--- config.mk ---
export PLATFORM = sky130hd
export DESIGN_NAME = wptr_full_gen
export DESIGN_NICKNAME = d
export VERILOG_FILES = /design/src/rtl/wptr_full_gen.sv
export SDC_FILE = /design/constraint.sdc
export NUM_CORES = 1
export LEC_CHECK = 0
export ABC_CLOCK_PERIOD_IN_PS = 2200
export BUFFER_PORTS_ARGS = -buffer_cell sky130_fd_sc_hd__buf_2
export CAP_MARGIN = 25
export CORE_MARGIN = 10
export CORE_UTILIZATION = 40
export CTS_BUF_LIST = sky130_fd_sc_hd__clkbuf_8
export DETAILED_ROUTE_END_ITERATION = 8
export PLACE_DENSITY = 0.69
export SLEW_MARGIN = 40
export SYNTH_ARGS = -nofsm -noshare
export SYNTH_HDL_FRONTEND = slang
export SYNTH_SLANG_ARGS = --single-unit
--- constraint.sdc ---
create_clock -name clock -period 2.2 [get_ports clock]
set_input_delay 0.11 -clock clock [delete_from_list [all_inputs] [get_ports clock]]
set_output_delay 0.11 -clock clock [all_outputs]
set_load 0.05 [all_outputs]
--- src/rtl/wptr_full_gen.sv ---
// Write-domain pointer, full/almost_full/level and overflow control for a dual-clock FIFO.
// Optional sticky overflow flag and wen/full assertion enabled by WPTR_OVERFLOW_CHECK_EN.
module wptr_full_gen #(
  parameter int DEPTH       = 8,
  parameter int SYNC_STAGES = 2,
  parameter int AF_MARGIN   = 1
) (
  input  logic                     clock,
  input  logic                     resetn,
  input  logic                     push,
  input  logic [$clog2(DEPTH):0]   rptr_gray,
  input  logic                     ovf_clr,
  output logic                     wen,
  output logic [$clog2(DEPTH)-1:0] waddr,
  output logic [$clog2(DEPTH):0]   wptr_gray,
  output logic                     full,
  output logic                     almost_full,
  output logic [$clog2(DEPTH):0]   level,
  output logic                     overflow
);

  localparam int A  = $clog2(DEPTH);
  localparam int PW = A + 1;
  localparam logic [PW-1:0] AF_TH = PW'(DEPTH - AF_MARGIN);

  logic [PW-1:0] wbin;
  logic [PW-1:0] wbin_next;
  logic [PW-1:0] wgray_next;
  logic [PW-1:0] rq [SYNC_STAGES];
  logic [PW-1:0] rq_sync;
  logic [PW-1:0] rbin_sync;
  logic [PW-1:0] full_cmp;
  logic [PW-1:0] lvl_next;

  assign wen        = push & ~full;
  assign waddr      = wbin[A-1:0];
  assign wbin_next  = wbin + PW'(wen);
  assign wgray_next = wbin_next ^ (wbin_next >> 1);
  assign rq_sync    = rq[SYNC_STAGES-1];
  // Full when write is exactly one lap ahead: top two Gray bits inverted.
  assign full_cmp   = {~rq_sync[A:A-1], rq_sync[A-2:0]};
  assign lvl_next   = wbin_next - rbin_sync;

  always_comb begin
    rbin_sync = '0;
    for (int i = 0; i < PW; i++)
      rbin_sync[i] = ^(rq_sync >> i);
  end

  always_ff @(posedge clock or negedge resetn) begin
    if (!resetn) begin
      for (int i = 0; i < SYNC_STAGES; i++)
        rq[i] <= '0;
    end else begin
      rq[0] <= rptr_gray;
      for (int i = 1; i < SYNC_STAGES; i++)
        rq[i] <= rq[i-1];
    end
  end

  always_ff @(posedge clock or negedge resetn) begin
    if (!resetn) begin
      wbin        <= '0;
      wptr_gray   <= '0;
      full        <= 1'b0;
      almost_full <= 1'b0;
      level       <= '0;
    end else begin
      wbin        <= wbin_next;
      wptr_gray   <= wgray_next;
      full        <= (wgray_next == full_cmp);
      almost_full <= (lvl_next >= AF_TH);
      level       <= lvl_next;
    end
  end

`ifdef WPTR_OVERFLOW_CHECK_EN
  // Set has priority over clear so a simultaneous overrun is never lost.
  always_ff @(posedge clock or negedge resetn) begin
    if (!resetn)
      overflow <= 1'b0;
    else if (push & full)
      overflow <= 1'b1;
    else if (ovf_clr)
      overflow <= 1'b0;
  end

  a_no_wen_full: assert property (
    @(posedge clock) disable iff (!resetn) !(wen && full));
`else
  logic unused_ovf_clr;

  assign overflow       = 1'b0;
  assign unused_ovf_clr = ovf_clr;
`endif

endmodule

==> qor.csv <==
stage;metric;value;unit
run_status;run status;finished, final reports clean;
final_layout;post-route insts no fill;123;
worst_setup_path;CP required;2.35;ns
sta;Final Cycle Share;99.28;%
grt;initial antenna violation count;0;
cts;clk buf depth;2;
routing;DR pass1 iterations;2;
die;Starting Density;43.19;%
die;row cnt;16;
logic_synthesis;Synth cell types;21;
cts;CTS clk-pin slew, worst paths;0.07;ns
sta;Final Setup Violations;0;
grt;vias in the first global route;636;
die;die area;4421;µm²
place;hpwl dp;1185;µm
cts;CTS root buf;clkbuf_8;
cts;H-tree Lvls;1;
final_layout;# nets final;110;
sta;post-layout min period;2.184;ns
routing;DRC viols;0;
final_layout;fillers;158;
worst_setup_path;startpoint types;flop;
grt;first-pass GRT wire length;2794;µm
routing;post-route ant nets;0;
routing;drt initial violations;16;
logic_synthesis;synthesized cell area;864.6;µm²
place;RePlAce Congestion;0.7708;
worst_hold_path;Min-Delay Path Class;in -> reg;
final_layout;Area growth syn-to-layout;40.96;%
cts;CTS Buf Count;3;
cts;worst skew pair latency;0.26;ns
worst_setup_path;Arrival @ worst endpoint;2.33;ns
worst_setup_path;r2r startpoint;rq_sync[2];
logic_synthesis;Mean Syn Cell Area;13.94;µm²
worst_setup_path;CP Class;reg -> reg;
routing;DR vias/cell;4.537;
logic_synthesis;Mapped Cells;62;
die;Die Wd;66.49;µm
worst_setup_path;R2R depth;8;
worst_setup_path;crit end category;flop;
logic_synthesis;YS warnings;0;
routing;via count;558;
logic_synthesis;register bit total from synthesis;21;
die;DIE HEIGHT;66.49;µm
final_layout;post-layout util;60.88;%
sta;fmax;457.8;MHz
cts;CTS tree;yes;
sta;final max-slew violation count;0;
final_layout;Final Cell Area;1219;µm²
grt;grt ovf;0;
cts;Clock Sinks;21;
final_layout;n_diodes;0;
routing;Total Routed Length;1614;µm
die;# IOs;23;
logic_synthesis;post-synthesis sequential area ratio;60.78;%
sta;RSZ-0062 raised after global routing;true;
worst_setup_path;Crit Path Max Fanout;2;
die;area of the core;2002;µm²
logic_synthesis;syn_nets;75;
routing;routed length per instance;13.12;µm
final_layout;layout cell share with drive strength beyond 1;43.75;%
worst_setup_path;Critical Path Start;rq_sync[2];
place;Port-buffer cells;20;
grt;global-route usage over all layers;8.316;%
worst_setup_path;R2R Path End;almost_full;
sta;Setup Skew;0.005212;ns
place;placed cells;113;
sta;Final Hold Viols;0;
run;MaxCap Viol Count;0;
place;placed cell area;1091;µm²
worst_setup_path;R2R setup slack;0.02;ns
grt;largest net degree at the start of global routing;22;
worst_setup_path;crit path to;almost_full;
[synthesized netlist by cell type (all sizes together)]
cell type / number / area (µm²)
nand3: 2 / 10.01
or2: 1 / 6.260
o21ai: 1 / 5.000
dfrtp: 21 / 525.5
a21boi: 1 / 7.510
ha: 4 / 50.05
o31ai: 1 / 7.510
inv: 5 / 18.77
a311o: 1 / 10.01
buf: 1 / 7.510
fa: 1 / 20.02
a21oi: 1 / 5.000
xnor2: 10 / 95.10
nor2b: 2 / 12.51
and3: 1 / 6.260
a211oi: 1 / 7.510
xor2: 6 / 60.06
conb: 1 / 3.750
or3: 1 / 6.260
[registers in the layout, summed over array words and instances (netlist names)]
register     flops
full             1
wbin             4
wptr_gray        3
rq               4
level            4
rq_sync          4
almost_full      1
[how the worst min path moves through the flow]
| stage | slack, ns | end | cells after the start | from |
|---|---|---|---|---|
| global route | 0.28 | wbin[0] | 3 | push |
| global placement | 0.08 | wptr_gray[2] | 1 | resetn |
| detailed placement | 0.09 | wptr_gray[2] | 1 | resetn |
| finish | 0.27 | wbin[0] | 3 | push |
| floorplan | -0.19 | almost_full | 0 | resetn |
| CTS | 0.27 | wbin[0] | 3 | push |
[cells by family after synthesis]
logic type	after synthesis	share of synthesized area [%]
DFF	21	60.78
and+or+nand+nor	7	4.777
adders and majority gates	5	8.105
other	1	0.4337
xor gates and xnor gates	16	17.95
AOI/OAI and AO/OA	6	4.920
buffers and inverters	6	3.040
[worst max-delay path, stage by stage (launching register included)]
cell and delay, ns:
dfrtp_1 0.41, xnor2_2 0.23, xor2_2 0.20, xnor2_1 0.09
ha_2 0.19, fa_2 0.35, xor2_2 0.17, xnor2_2 0.16
a311o_1 0.27
[cell type report]
cell class              count  area [µm²]  area share (%)
flip-flops and latches     21       526.8           43.22
multi-input cells          35       396.6           32.55
repair buffers             31       195.2           16.02
clock buffers               3       41.29           3.388
well taps                  27       33.78           2.772
inverters                   5       21.27           1.745
clock inverters             1       3.754          0.3080
[stage by stage]
| stage | TNS, ns | setup WS (ns) | hold slack [ns] |
|---|---|---|---|
| 2_1_floorplan | -0.3630 | -0.2200 | -0.1856 |
| 3_3_place_gp | -0.06446 | -0.06446 | 0.07547 |
| 3_5_place_dp | -0.1417 | -0.1417 | 0.08695 |
| 4_1_cts | -0.07427 | -0.05885 | 0.2698 |
| 5_1_grt | -0.1047 | -0.1047 | 0.2822 |
| 6_report | 0 | 0.01581 | 0.2715 |
[cells in the final DEF, fill, tap and decap left out, types with 2 or more instances in the layout]
cell type / netlist / routed
dfrtp_1: 21 / 20
buf_2: 0 / 20
xnor2_1: 9 / 8
buf_4: 1 / 6
inv_1: 5 / 5
dlygate4sd3_1: 0 / 5
xor2_1: 5 / 3
ha_4: 0 / 3
clkbuf_8: 0 / 3
nand3_1: 2 / 2
xnor2_2: 1 / 2
xor2_2: 1 / 2
[routing by layer]
metal	share of wire [%]	up-vias	global-route usage [%]
met2	51	16	15.19
met4	2.8	0	5.497
li1	-	270	-
met5	0	-	0
met1	39	266	7.298
met3	7.3	6	3.344
[what timing repair did]
action | CTS | global route
setup endpoints to repair | 1 | 2
hold endpoints to repair | 25 | 0
resized for setup | 3 | 2
setup buffers | 2 | 0
hold buffers | 5 | 0
pin swaps | 7 | 7
Power is not shown: default switching activity piles up to over one toggle a cycle in this logic, so the estimate is an artifact.
